## src/rtl/la_counter_pkg.sv

```systemverilog
// Shared constants and types for the LA-controlled counter bank.
// Latency: n/a. Backpressure: n/a.
package la_counter_pkg;

    localparam int unsigned MAX_CHANNELS = 16;
    localparam int unsigned STAGES       = 2;

    typedef enum logic {
        DIR_UP   = 1'b0,
        DIR_DOWN = 1'b1
    } dir_e;

endpackage

```

## src/rtl/la_sync_edge.sv

```systemverilog
// Multi-flop synchroniser for an asynchronous LA probe plus a registered rising-edge pulse.
// Latency: level after DEPTH cycles, edge pulse one cycle later. Backpressure: none.
module la_sync_edge
    import la_counter_pkg::*;
#(
    parameter int unsigned DEPTH = STAGES
) (
    input  logic clk,
    input  logic rst_n,
    input  logic async_i,
    output logic level_o,
    output logic edge_o
);

    logic [DEPTH-1:0] sync_q, sync_d;
    logic             prev_q, prev_d;
    logic             edge_q, edge_d;

    always_comb begin
        sync_d = (sync_q << 1) | DEPTH'(async_i);
        prev_d = sync_q[DEPTH-1];
        edge_d = sync_q[DEPTH-1] & ~prev_q;
    end

    always_ff @(posedge clk or negedge rst_n) begin
        if (!rst_n) begin
            sync_q <= '0;
            prev_q <= 1'b0;
            edge_q <= 1'b0;
        end else begin
            sync_q <= sync_d;
            prev_q <= prev_d;
            edge_q <= edge_d;
        end
    end

    assign level_o = sync_q[DEPTH-1];
    assign edge_o  = edge_q;

endmodule

```

## src/rtl/la_counter_bank.sv

```systemverilog
// Bank of settable up/down counters with wrap/saturate, sticky overflow and LA single-step.
// Latency: loads/updates visible 1 cycle after the edge; step tick 3 cycles after testStep rises. Backpressure: none.
module la_counter_bank
    import la_counter_pkg::*;
#(
    parameter int unsigned CHANNELS  = 4,
    parameter int unsigned WIDTH     = 32,
    parameter int unsigned INCREMENT = 1,
    parameter int unsigned SATURATE  = 0,
    localparam int unsigned CW       = (CHANNELS > 1) ? $clog2(CHANNELS) : 1
) (
    input  logic                      externalClock,
    input  logic                      externalReset_n,
    input  logic                      stepMode,
    input  logic                      testStep,
    input  logic                      testReset,
    input  logic [CHANNELS-1:0]       chanEnable,
    input  logic [CHANNELS-1:0]       downMode,
    input  logic                      setValid,
    input  logic [CW-1:0]             setChan,
    input  logic [WIDTH-1:0]          setValue,
    input  logic                      overflowClear,
    output logic [CHANNELS*WIDTH-1:0] count_o,
    output logic [CHANNELS-1:0]       overflow_o,
    output logic                      tick_o
);

    localparam logic [WIDTH:0] INC_EXT = (WIDTH+1)'(INCREMENT);

    if (CHANNELS < 1 || CHANNELS > MAX_CHANNELS) begin : g_bad_cfg
        $error("la_counter_bank: CHANNELS out of range");
    end

    logic step_edge, step_level;
    logic clr_level, clr_edge;
    logic tick;
    logic tick_q, tick_d;
    logic unused_sync;

    la_sync_edge #(.DEPTH(STAGES)) u_step_sync (
        .clk     (externalClock),
        .rst_n   (externalReset_n),
        .async_i (testStep),
        .level_o (step_level),
        .edge_o  (step_edge)
    );

    la_sync_edge #(.DEPTH(STAGES)) u_clr_sync (
        .clk     (externalClock),
        .rst_n   (externalReset_n),
        .async_i (testReset),
        .level_o (clr_level),
        .edge_o  (clr_edge)
    );

    assign unused_sync = step_level ^ clr_edge;

    // The edge detector always runs, so flipping stepMode cannot fabricate a tick.
    always_comb begin
        tick   = stepMode ? step_edge : 1'b1;
        tick_d = tick;
    end

    always_ff @(posedge externalClock or negedge externalReset_n) begin
        if (!externalReset_n) begin
            tick_q <= 1'b0;
        end else begin
            tick_q <= tick_d;
        end
    end

    assign tick_o = tick_q;

    for (genvar i = 0; i < CHANNELS; i++) begin : g_chan
        logic [WIDTH-1:0] cnt_q, cnt_d;
        logic             ovf_q, ovf_d;
        logic [WIDTH:0]   sum;
        dir_e             dir;

        // Top bit of the widened sum is the carry (up) or borrow (down).
        always_comb begin
            dir   = downMode[i] ? DIR_DOWN : DIR_UP;
            sum   = (dir == DIR_DOWN) ? ({1'b0, cnt_q} - INC_EXT) : ({1'b0, cnt_q} + INC_EXT);
            cnt_d = cnt_q;
            ovf_d = ovf_q & ~overflowClear;
            if (clr_level) begin
                cnt_d = '0;
                ovf_d = 1'b0;
            end else if (setValid && setChan == CW'(i)) begin
                cnt_d = setValue;
            end else if (tick && chanEnable[i]) begin
                cnt_d = sum[WIDTH-1:0];
                if (sum[WIDTH]) begin
                    ovf_d = 1'b1;
                    if (SATURATE != 0) begin
                        cnt_d = (dir == DIR_DOWN) ? '0 : '1;
                    end
                end
            end
        end

        always_ff @(posedge externalClock or negedge externalReset_n) begin
            if (!externalReset_n) begin
                cnt_q <= '0;
                ovf_q <= 1'b0;
            end else begin
                cnt_q <= cnt_d;
                ovf_q <= ovf_d;
            end
        end

        assign count_o[i*WIDTH +: WIDTH] = cnt_q;
        assign overflow_o[i]             = ovf_q;
    end

endmodule

```

## config.mk

```make
export PLATFORM = sky130hd
export DESIGN_NAME = la_counter_bank
export DESIGN_NICKNAME = d
export VERILOG_FILES = /design/src/rtl/la_counter_pkg.sv /design/src/rtl/la_sync_edge.sv /design/src/rtl/la_counter_bank.sv
export SDC_FILE = /design/constraint.sdc
export NUM_CORES = 1
export LEC_CHECK = 0
export BUFFER_PORTS_ARGS = -buffer_cell sky130_fd_sc_hd__buf_2
export CAP_MARGIN = 0
export CORE_MARGIN = 4
export CORE_UTILIZATION = 45
export DETAILED_ROUTE_END_ITERATION = 10
export PLACE_DENSITY = 0.68
export SLEW_MARGIN = 10
export SYNTH_ARGS = -nofsm -noshare
export SYNTH_HDL_FRONTEND = slang
export SYNTH_SLANG_ARGS = --single-unit
```

## constraint.sdc

```tcl
create_clock -name externalClock -period 3 [get_ports externalClock]
set_input_delay 0.15 -clock externalClock [delete_from_list [all_inputs] [get_ports externalClock]]
set_output_delay 0.15 -clock externalClock [all_outputs]
set_load 0.05 [all_outputs]
```

==> flow_metrics.tcl, run 1 <==
set metrics [dict create \
    antenna_found_initial 2 \
    maxSlewViolCount 0 \
    criticalPathCategory "reg -> reg" \
    finalHoldViolations 0 \
    reg2regPathDepth 10 \
    synth.lib_cells_used.distinct 76 \
    wire_length_per_cell_after_detailed_routing_um 21.0 \
    cts.htree.levels 4 \
    hpwlAfterDp_um 34800 \
    worstHoldStart "setValue[24]" \
    fin_crit_ns 2.91 \
    power.leakage_nw 7.51 \
    mappedNetlistNets 1808 \
    fp.coreArea_um2 28600 \
    clkTransAtPathRegs_ns 0.07 \
    worstSetupStartpointType "register" \
    placement_rows 62 \
    cpLargestDelayFamily "compound AO/OA/AOI/OAI gates" \
    critical-path-max-stage-delay_ns 0.42 \
    ys_ff_latch 139 \
    maxCapViolCount 0 \
    clkLatencyLatePin_ns 0.44 \
    synth_sequential_area_ratio 0.267 \
    synth.mux.area_fraction 0.00777 \
    async_s_r_ff_share_synth 1.00 \
    cts.sink_count 139 \
    io_buffers 181 \
    post_layout_nonfiller_instances 2238 \
    cts_tree "yes" \
    worstPathBufferInverterCount 0 \
    detail_route.wirelength_um 47000 \
    synth_adder_area_share 0.125 \
    worstPathRequired_ns 3.31 \
    gr-usage-all-layers 0.288 \
    crit_slowest_cell "sky130_fd_sc_hd__dfrtp_1" \
    power_per_cell_area_nw_per_um2 560 \
    via_cell_ratio 6.14 \
    worstReg2RegStart "g_chan[2].cnt_q[0]" \
    main_combinational_cell_family_by_area_after_synthesis "compound AO/OA/AOI/OAI gates" \
    timing.critical_path.cells "fa_2 -> a211oi_2 -> o211ai_1 -> a211oi_2 -> o31a_1 -> o41a_1 -> o21ai_2 -> o31ai_2 -> mux2i_1 -> a221o_1" \
    largest_clock_skew_in_the_final_design_ns 0.0112 \
    die-area_um2 31800 \
    rsz0062_at_grt "yes" \
    synth-compound-area-share 0.313 \
    number_of_global_route_vias_before_repair 13000 \
    boundaryPins 182 \
    placed_cells 2197 \
    num_vias 13700 \
    max_freq_mhz 343 \
    die_x_um 178 \
    totalNegativeSetupSlack_ns 0 \
    clock_tree.buffer_depth 2 \
    worst_r2r_endpoint "g_chan[2].ovf_q" \
    syn_area_um2 13000 \
    largest_net_degree_at_the_start_of_global_routing 79 \
    netlist_instances 1631 \
    worst_hold_path.num_cells 3 \
    tightestPinTransition_ns 0.892 \
    synthSimpleGateAreaFrac 0.174 \
    syn_area_per_cell_um2 7.99 \
    grt_pass1_wl_um 72100 \
    endpoint_kind "register" \
    reg2reg_slack_ns 0.09 \
    drt_first_iter_violations 1152 \
    max-slew-margin-rel 0.406 \
    dieHeight_um 178 \
    final_layout_size_suffix_gt1_frac 0.207 \
    vdd.ir_drop.worst_mv 0.322 \
    syn_to_final_growth_pct 20.8 \
    antenna_diode_count 0 \
    path_max_fanout 3 \
    cpMostUsedCell "sky130_fd_sc_hd__a211oi_2" \
    initial_utilization 0.455 \
    worst-endpoint-arrival_ns 3.23 \
    outcome "finished, final reports clean" \
    post_synth_xor_area_fraction 0.0759 \
    setup_viol 0 \
    synth_edf_count 0 \
    yosys_warnings 0 \
    post_route_fraction_of_the_period_consumed_by_the_critical_path 0.972 \
    cts_root_buffer_type "sky130_fd_sc_hd__clkbuf_16" \
    ant_nets 0 \
    worst_hold_path.endpoint "g_chan[0].cnt_q[24]" \
    design.final.nets 2018 \
    overflow 0 \
    drt_pass1_iterations 6 \
    place.gp.congestion 0.976 \
    dominantRegCellSynth "sky130_fd_sc_hd__dfrtp_1" \
    timing.hold.worst.class "in -> reg" \
    number_of_remaining_drc_errors 0 \
    p_total_mw 8.82 \
    cts-buffers-inserted 17 \
]
## worst max-delay path by stage
stage,from,to,slack (ns),cells past startpoint
2_1_floorplan,g_chan[2].cnt_q[0],g_chan[2].ovf_q,0.008,10
3_3_place_gp,downMode[2],g_chan[2].cnt_q[26],-0.002,11
3_5_place_dp,downMode[2],g_chan[2].cnt_q[26],-0.11,11
4_1_cts,g_chan[0].cnt_q[0],g_chan[0].cnt_q[28],0.0009,10
5_1_grt,g_chan[2].cnt_q[0],g_chan[2].ovf_q,-0.06,10
6_report,g_chan[2].cnt_q[0],g_chan[2].ovf_q,0.09,10
## kinds of logic after synthesis
family                     Yosys count
AOI/OAI and AO/OA                  607
adders and majority gates          128
buffers and inverters              125
and+or+nand+nor                    509
muxes                               10
xor gates and xnor gates           113
DFF                                139
## synthesized netlist by cell type, types with 27 or more instances
cell type	number	area [µm²]
sky130_fd_sc_hd__a311oi_1	52	455
sky130_fd_sc_hd__xor2_1	47	412
sky130_fd_sc_hd__ha_1	124	1550
sky130_fd_sc_hd__dfrtp_1	139	3480
sky130_fd_sc_hd__a21oi_1	163	816
sky130_fd_sc_hd__nor3_1	30	150
sky130_fd_sc_hd__nand2_1	194	728
sky130_fd_sc_hd__xnor2_1	66	578
sky130_fd_sc_hd__a211oi_1	60	450
sky130_fd_sc_hd__clkbuf_1	91	342
sky130_fd_sc_hd__a21o_1	58	435
sky130_fd_sc_hd__nor2_1	170	638
sky130_fd_sc_hd__o21ai_0	90	450
sky130_fd_sc_hd__nand4_1	27	169
## worst register-to-register path, stage by stage, from the launching register on
cell and delay, ns:
sky130_fd_sc_hd__dfrtp_1 0.42, sky130_fd_sc_hd__fa_2 0.40, sky130_fd_sc_hd__a211oi_2 0.26, sky130_fd_sc_hd__o211ai_1 0.17, sky130_fd_sc_hd__a211oi_2 0.40, sky130_fd_sc_hd__o31a_1 0.21, sky130_fd_sc_hd__o41a_1 0.21, sky130_fd_sc_hd__o21ai_2 0.12
sky130_fd_sc_hd__o31ai_2 0.25, sky130_fd_sc_hd__mux2i_1 0.10, sky130_fd_sc_hd__a221o_1 0.26
## cell usage in the layout (no fill, tap or decap), types with 50 or more instances in the layout
| cell | count |
|---|---|
| sky130_fd_sc_hd__nand2_1 | 194 |
| sky130_fd_sc_hd__buf_2 | 180 |
| sky130_fd_sc_hd__nor2_1 | 169 |
| sky130_fd_sc_hd__a21oi_1 | 160 |
| sky130_fd_sc_hd__dfrtp_1 | 135 |
| sky130_fd_sc_hd__ha_1 | 115 |
| sky130_fd_sc_hd__buf_4 | 106 |
| sky130_fd_sc_hd__o21ai_0 | 87 |
| sky130_fd_sc_hd__xnor2_1 | 66 |
| sky130_fd_sc_hd__a21o_1 | 58 |
| sky130_fd_sc_hd__a211oi_1 | 56 |
| sky130_fd_sc_hd__a311oi_1 | 50 |
## area by class of cell
cell class	count	area, µm²
clock inverter	14	186
multi-input combinational	1367	9280
timing repair buffer	293	1800
sequential	139	3490
tap	384	480
inverter	23	86.3
fill	2715	12900
clock buffer	18	429
## through the flow
stage	util	setup slack (ns)	instance area (µm²)	hold slack (ns)
after floorplan	-	0.00787	13100	-0.146
after global placement	0.519	-0.00189	14900	0.248
after detailed placement	0.519	-0.107	14900	0.253
after CTS	0.542	0.000873	15500	0.0114
after global routing	0.550	-0.0578	15700	0.0441
final	0.550	0.0852	15700	0.0170
## metal layers
metal / up-vias / global-route usage / wire length (µm)
met5: - / 0 / 0
met4: 0 / 0.128 / 2250
met3: 110 / 0.0562 / 3680
met2: 563 / 0.451 / 21100
met1: 6554 / 0.387 / 20000
li1: 6506 / - / -
## power breakdown
| group | switching, mW | total, mW | leakage [nW] | internal (mW) |
|---|---|---|---|---|
| Sequential | 0.242 | 2.32 | 1.83 | 2.08 |
| Combinational | 2.68 | 4.20 | 5.39 | 1.53 |
| Clock | 0.962 | 2.29 | 0.294 | 1.33 |
| Total | 3.88 | 8.82 | 7.51 | 4.94 |
## timing repair
item | CTS | global route
hold buffers | 3 | 0
endpoints found under the setup margin | 1 | 28
buffers inserted | 0 | 7
endpoints found under the hold margin | 77 | 0
gates resized for setup | 1 | 33
pin swaps | 0 | 16
## flip-flops by register name, indices dropped and copies added, names as in the netlist
| register | count |
|---|---|
| g_chan.cnt_q | 128 |
| g_chan.ovf_q | 4 |
| tick_o | 1 |
| u_clr_sync.sync_q | 2 |
| u_step_sync.edge_o | 1 |
| u_step_sync.prev_q | 1 |
| u_step_sync.sync_q | 2 |
Note: power is estimated with default switching activity, not from simulation.
==> run 2, diff against run 1 <==
--- a/config.mk
+++ b/config.mk
@@ -10,7 +10,7 @@
 export CORE_MARGIN = 4
 export CORE_UTILIZATION = 45
 export DETAILED_ROUTE_END_ITERATION = 10
-export PLACE_DENSITY = 0.68
+export PLACE_DENSITY = 0.75
 export SLEW_MARGIN = 10
 export SYNTH_ARGS = -nofsm -noshare
 export SYNTH_HDL_FRONTEND = slang
==> run 2 against run 1 <==
  * Total power grew 2.0%
  * Clock power grew 6%
  * Global-route usage grew 0.12 points
  * Hold slack gained 0.023 ns
  * Sequential power is essentially flat
  * Non-clock buffer count grew 12
  * Final cell count grew 0.58%
  * Sequential share of layout area shrank 0.16 points
  * Worst setup slack lost 0.0083 ns
  * Final area grew 0.75%
  * Critical path depth is the same
  * Clock-buffer cell count grew 3
==> flow_metrics.tcl, run 2 (same netlist as run 1, synthesis figures left out) <==
set metrics [dict create \
    outcome "finished, final reports clean" \
    cts_root_buffer_type "sky130_fd_sc_hd__clkbuf_16" \
    die_x_um 178 \
    layout_commonest_cell "sky130_fd_sc_hd__nand2_1" \
    path_max_fanout 4 \
    reg2regPathDepth 10 \
    final_layout_size_suffix_gt1_frac 0.212 \
    maxSlewViolCount 0 \
    initial_utilization 0.455 \
    fp.coreArea_um2 28600 \
    criticalPathCategory "reg -> reg" \
    rsz0062_at_grt "yes" \
    overflow 0 \
    antenna_found_initial 1 \
    placement_rows 62 \
    total_of_fill_cells_in_the_finished_design 2697 \
    via_cell_ratio 6.16 \
    fin_crit_ns 2.92 \
    post_route_fraction_of_the_period_consumed_by_the_critical_path 0.974 \
    finalHoldViolations 0 \
    gr-usage-all-layers 0.289 \
    drt_first_iter_violations 1144 \
    detail_route.wirelength_um 47100 \
    number_of_global_route_vias_before_repair 13200 \
    dieHeight_um 178 \
    fin_area_um2 15900 \
    reg2reg_slack_ns 0.08 \
    worstReg2RegStart "g_chan[2].cnt_q[3]" \
    grt_pass1_wl_um 72600 \
    max-slew-margin-rel 0.400 \
    setup_viol 0 \
    clkTransAtPathRegs_ns 0.07 \
    worst_hold_path.endpoint "g_chan[0].cnt_q[24]" \
    syn_to_final_growth_pct 21.7 \
    cell_area_after_placement_um2 14900 \
    maxCapViolCount 0 \
    tightestPinTransition_ns 0.900 \
    clock_tree.buffer_depth 2 \
    clkLatencyLatePin_ns 0.43 \
    cts.sink_count 139 \
    boundaryPins 182 \
    drt_pass1_iterations 9 \
    hpwlAfterDp_um 34800 \
    worstPathRequired_ns 3.30 \
    cts-buffers-inserted 17 \
    cts.htree.levels 4 \
    cts_tree "yes" \
    endpoint_kind "register" \
    place.gp.congestion 0.954 \
    number_of_remaining_drc_errors 0 \
    num_vias 13900 \
    timing.hold.worst.class "in -> reg" \
    regMostFlops "g_chan.cnt_q" \
    largest_clock_skew_in_the_final_design_ns 0.00922 \
    worstSetupStartpointType "register" \
    vdd.ir_drop.worst_mv 0.416 \
    reg_top3 "g_chan.cnt_q: 128 flops, g_chan.ovf_q: 4 flops" \
    worstHoldStart "setValue[24]" \
    wire_length_per_cell_after_detailed_routing_um 20.9 \
    worst_r2r_endpoint "g_chan[2].ovf_q" \
    die-area_um2 31800 \
    flip_flop_count_of_the_largest_register_after_layout 128 \
    layout_common_cells "sky130_fd_sc_hd__nand2_1 (194), sky130_fd_sc_hd__buf_2 (180), sky130_fd_sc_hd__nor2_1 (169), sky130_fd_sc_hd__a21oi_1 (160), sky130_fd_sc_hd__dfrtp_1 (135)" \
    worst_hold_path.num_cells 3 \
    io_buffers 181 \
    power_per_cell_area_nw_per_um2 567 \
    max_freq_mhz 342 \
    ant_nets 0 \
    worst-endpoint-arrival_ns 3.23 \
    design.final.nets 2030 \
    final_core_util 0.554 \
    largest_net_degree_at_the_start_of_global_routing 80 \
    power.leakage_nw 7.59 \
]
## run 2: cell types whose count changed in the layout (fill, tap and decap cells not counted), sizes merged
cell      previous run  this run
clkinvlp             2         4
diode                0         1
bufinv               3         5
clkinv               3         2
clkbuf              18        21
inv                 29        23
buf                290       302
## run 2: per-layer routing
metal  vias up  part of all wire  GRT usage
met5         -           0.00015          0
met4         2             0.042      0.118
met3       109             0.088     0.0735
met2       588              0.45      0.452
met1      6639              0.42      0.383
li1       6536                 -          -
## run 2: area by class of cell
cell class,instances,area [µm²],share of cell area
clock inverter,11,190,0.0120
sequential,139,3490,0.220
antenna,1,2.50,0.000158
clock buffer,21,470,0.0297
inverter,23,86.3,0.00544
timing repair buffer,305,1860,0.117
tap,384,480,0.0303
multi-input combinational,1367,9280,0.585
## run 2: worst max-delay path: stages (launching register included)
cell and delay (ns):
sky130_fd_sc_hd__dfrtp_1 0.42, sky130_fd_sc_hd__ha_1 0.39, sky130_fd_sc_hd__o211ai_1 0.13, sky130_fd_sc_hd__o211ai_1 0.28, sky130_fd_sc_hd__a211oi_2 0.15, sky130_fd_sc_hd__o31a_1 0.32, sky130_fd_sc_hd__o41a_1 0.36, sky130_fd_sc_hd__o21ai_2 0.25
sky130_fd_sc_hd__o31ai_2 0.09, sky130_fd_sc_hd__mux2i_1 0.13, sky130_fd_sc_hd__a221o_1 0.27
## run 2: how the worst max path moves through the flow
stage	from	to	slack (ns)	cells after the start
after floorplan	g_chan[2].cnt_q[0]	g_chan[2].ovf_q	0.008	10
after global placement	downMode[2]	g_chan[2].cnt_q[31]	-0.03	12
after detailed placement	downMode[2]	g_chan[2].cnt_q[31]	-0.13	12
after CTS	g_chan[2].cnt_q[8]	g_chan[2].cnt_q[31]	0.01	10
after global routing	g_chan[2].cnt_q[3]	g_chan[2].ovf_q	-0.04	10
final	g_chan[2].cnt_q[3]	g_chan[2].ovf_q	0.08	10
## run 2: power breakdown
| part | total, mW | switching [mW] | leakage, nW | internal (mW) |
|---|---|---|---|---|
| Combinational | 4.25 | 2.69 | 5.45 | 1.56 |
| Clock | 2.43 | 0.888 | 0.311 | 1.54 |
| Sequential | 2.32 | 0.239 | 1.83 | 2.08 |
| Total | 9.00 | 3.82 | 7.59 | 5.18 |
## run 2: repair_timing
item / 4_1_cts / 5_1_grt
endpoints found under the setup margin: 4 / 31
endpoints found under the hold margin: 79 / 0
pin swaps: 0 / 15
resized for setup: 3 / 33
buffers inserted: 0 / 10
hold buffers: 3 / 0
## run 2: stage by stage
| step | hold WS [ns] | cells | TNS, ns | setup WS, ns | power (mW) |
|---|---|---|---|---|---|
| after floorplan | -0.146 | 1631 | 0 | 0.00787 | 5.20 |
| after global placement | 0.255 | 2205 | -0.0444 | -0.0260 | 6.36 |
| after detailed placement | 0.260 | 2205 | -0.303 | -0.126 | 6.41 |
| after CTS | 0.0253 | 2240 | 0 | 0.0136 | 8.87 |
| after global routing | 0.0337 | 2250 | -0.0643 | -0.0411 | 9.48 |
| final | 0.0399 | 2251 | 0 | 0.0768 | 9.00 |
==> run 3, diff against run 2 <==
--- a/config.mk
+++ b/config.mk
@@ -5,12 +5,13 @@
 export SDC_FILE = /design/constraint.sdc
 export NUM_CORES = 1
 export LEC_CHECK = 0
+export ABC_AREA = 1
 export BUFFER_PORTS_ARGS = -buffer_cell sky130_fd_sc_hd__buf_2
 export CAP_MARGIN = 0
 export CORE_MARGIN = 4
 export CORE_UTILIZATION = 45
 export DETAILED_ROUTE_END_ITERATION = 10
-export PLACE_DENSITY = 0.75
+export PLACE_DENSITY = 0.74
 export SLEW_MARGIN = 10
 export SYNTH_ARGS = -nofsm -noshare
 export SYNTH_HDL_FRONTEND = slang
==> run 3 against run 2 <==
  * Worst setup slack improved by 0.76 ns
  * Synthesized area increased by 19%
  * Total power up 57%
  * Sequential power rose by 26%
  * Synthesized cell count increased by 69%
  * Combinational power increased by 110%
  * Final cell count up 51%
  * Clock-buffer cell count down 2
  * Sequential cell count stayed put
  * First-iteration DRC count increased by 28%
  * Via count rose by 28%
  * Hold slack improved by 0.042 ns
==> flow_metrics.tcl, run 3 <==
set metrics [dict create \
    outcome "finished, final reports clean" \
    regMostFlops "g_chan.cnt_q" \
    number_of_global_route_vias_before_repair 16700 \
    path_max_fanout 6 \
    fin_crit_ns 2.17 \
    antenna_found_initial 3 \
    power.leakage_nw 11.3 \
    endpoint_kind "register" \
    yosys_warnings 0 \
    reg2regPathDepth 13 \
    synth_most_common_cell "sky130_fd_sc_hd__nand2_1" \
    total_of_fill_cells_in_the_finished_design 3596 \
    cts.hold.buffers_added 5 \
    setup_viol 0 \
    flip_flop_count_of_the_largest_register_after_layout 128 \
    maxSlewViolCount 0 \
    synth_sequential_area_ratio 0.224 \
    ys_ff_latch 139 \
    reg_top3 "g_chan.cnt_q: 128 flops, g_chan.ovf_q: 4 flops" \
    syn_area_per_cell_um2 5.63 \
    synth_top_area_cell "sky130_fd_sc_hd__nand2_1" \
    tightestPinTransition_ns 0.725 \
    worstHoldStart "setValue[4]" \
    criticalPathCategory "reg -> reg" \
    synth_edf_count 0 \
    initial_utilization 0.461 \
    power_per_cell_area_nw_per_um2 798 \
    syn_area_um2 15600 \
    cts_tree "yes" \
    io_buffers 181 \
    synth_common_cells "sky130_fd_sc_hd__nand2_1 (1174), sky130_fd_sc_hd__inv_1 (461), sky130_fd_sc_hd__nor2_1 (231), sky130_fd_sc_hd__nand3_1 (178), sky130_fd_sc_hd__a21oi_1 (176)" \
    boundaryPins 182 \
    drt_first_iter_violations 1460 \
    ant_nets 0 \
    worst_hold_path.num_cells 3 \
    post_route_fraction_of_the_period_consumed_by_the_critical_path 0.722 \
    dominantRegCellSynth "sky130_fd_sc_hd__dfrtp_1" \
    yosys-top-cells-area "sky130_fd_sc_hd__nand2_1 (28%), sky130_fd_sc_hd__dfrtp_1 (22%), sky130_fd_sc_hd__inv_1 (11%)" \
    die-area_um2 37600 \
    grt_pass1_wl_um 90500 \
    vdd.ir_drop.worst_mv 0.476 \
    mappedNetlistNets 2939 \
    place.gp.congestion 1.02 \
    number_of_remaining_drc_errors 0 \
    rsz0062_at_grt "no" \
    synth.lib_cells_used.distinct 35 \
    design.final.nets 3118 \
    timing.critical_path.from "g_chan[0].cnt_q[0]" \
    worstReg2RegStart "g_chan[0].cnt_q[0]" \
    overflow 0 \
    layout_commonest_cell "sky130_fd_sc_hd__nand2_1" \
    worstSetupStartpointType "register" \
    detail_route.wirelength_um 58000 \
    placement_rows 67 \
    layout_common_cells "sky130_fd_sc_hd__nand2_1 (1174), sky130_fd_sc_hd__inv_1 (461), sky130_fd_sc_hd__nor2_1 (231), sky130_fd_sc_hd__buf_2 (180), sky130_fd_sc_hd__nand3_1 (178)" \
    syn_to_final_growth_pct 13.5 \
    hpwlAfterDp_um 44200 \
    num_vias 17700 \
    cts_post_setup_buffers_inserted 0 \
    gr-usage-all-layers 0.301 \
    netlist_instances 2762 \
    final_layout_size_suffix_gt1_frac 0.0918 \
    cts-buffers-inserted 17 \
    synth_largest_type_area_fraction 0.283 \
    die_x_um 194 \
    dieHeight_um 194 \
    timing.hold.worst.class "in -> reg" \
    max_freq_mhz 461 \
    totalNegativeSetupSlack_ns 0 \
    clkLatencyLatePin_ns 0.45 \
    maxCapViolCount 0 \
    clock_tree.buffer_depth 2 \
    finalHoldViolations 0 \
    fp.coreArea_um2 33800 \
    async_s_r_ff_share_synth 1.00 \
    worstPathRequired_ns 3.34 \
    reg2reg_slack_ns 0.83 \
    clkTransAtPathRegs_ns 0.07 \
    max-slew-margin-rel 0.517 \
    drt_pass1_iterations 9 \
    wire_length_per_cell_after_detailed_routing_um 17.0 \
    cts.sink_count 139 \
    cts_root_buffer_type "sky130_fd_sc_hd__clkbuf_16" \
    largest_net_degree_at_the_start_of_global_routing 63 \
    cts.htree.levels 4 \
    largest_clock_skew_in_the_final_design_ns 0.0102 \
    via_cell_ratio 5.21 \
    worst-endpoint-arrival_ns 2.51 \
    cts_resized 0 \
    p_total_mw 14.1 \
]
==> run 3: path summary, 6_finish.rpt <==
check / endpoint
max: g_chan[0].cnt_q[24]
min: g_chan[2].cnt_q[4]
max reg2reg: g_chan[0].cnt_q[24]
min reg2reg: u_step_sync.sync_q[1]
max in group asynchronous: g_chan[0].cnt_q[21]
min in group asynchronous: g_chan[1].cnt_q[20]
==> run 3: logic make-up after synthesis <==
family | synth area share
AND/OR/NAND/NOR | 0.421
buffers and inverters | 0.128
AO/OA/AOI/OAI | 0.105
flip-flops | 0.224
adder cells (fa/ha/maj) | 0.105
XOR/XNOR | 0.0146
multiplexers | 0.00257
==> run 3: area by class of cell <==
| class | instances | area, µm² | area share |
|---|---|---|---|
| tap | 448 | 561 | 0.0317 |
| multi-input combinational | 2101 | 10100 | 0.571 |
| clock inverter | 12 | 149 | 0.00843 |
| clock buffer | 19 | 443 | 0.0251 |
| sequential | 139 | 3480 | 0.197 |
| timing repair buffer | 209 | 1170 | 0.0663 |
| antenna | 3 | 7.51 | 0.000425 |
| inverter | 473 | 1780 | 0.100 |
==> run 3: routing by layer <==
metal / vias up / global-route usage / part of all wire
met3: 156 / 0.0379 / 0.069
met4: 4 / 0.188 / 0.072
met5: - / 0 / 0.00043
met1: 7922 / 0.407 / 0.44
li1: 8899 / - / -
met2: 747 / 0.458 / 0.42
==> run 3: metrics by stage <==
step / hold WS [ns] / utilization / cells / setup slack (ns) / cell area, µm²
after CTS: 0.0622 / 0.523 / 3401 / 0.879 / 17700
after global placement: 0.193 / 0.504 / 3365 / 0.671 / 17000
final: 0.0816 / 0.523 / 3404 / 0.833 / 17700
after detailed placement: 0.204 / 0.504 / 3365 / 0.601 / 17000
after floorplan: -0.146 / - / 2762 / 0.933 / 15600
after global routing: 0.0728 / 0.523 / 3403 / 0.667 / 17700
==> run 3: power by group <==
group	leakage, nW	internal (mW)	switching (mW)
clock	0.281	1.32	0.967
sequential	1.79	2.36	0.565
combinational	9.19	2.58	6.31
total	11.3	6.27	7.84
==> run 3: worst max-delay path: stages, from the launching register on <==
cell and delay (ns):
sky130_fd_sc_hd__dfrtp_1 0.47, sky130_fd_sc_hd__fa_1 0.44, sky130_fd_sc_hd__nand2_1 0.10, sky130_fd_sc_hd__nand2_1 0.11
sky130_fd_sc_hd__nand3_1 0.12, sky130_fd_sc_hd__nand2_1 0.12, sky130_fd_sc_hd__nand2_1 0.09, sky130_fd_sc_hd__nand2_1 0.13
sky130_fd_sc_hd__nand2_1 0.14, sky130_fd_sc_hd__nand2_1 0.07, sky130_fd_sc_hd__nand2_1 0.06, sky130_fd_sc_hd__nand3_1 0.07
sky130_fd_sc_hd__nand2_1 0.09, sky130_fd_sc_hd__nand2_1 0.05
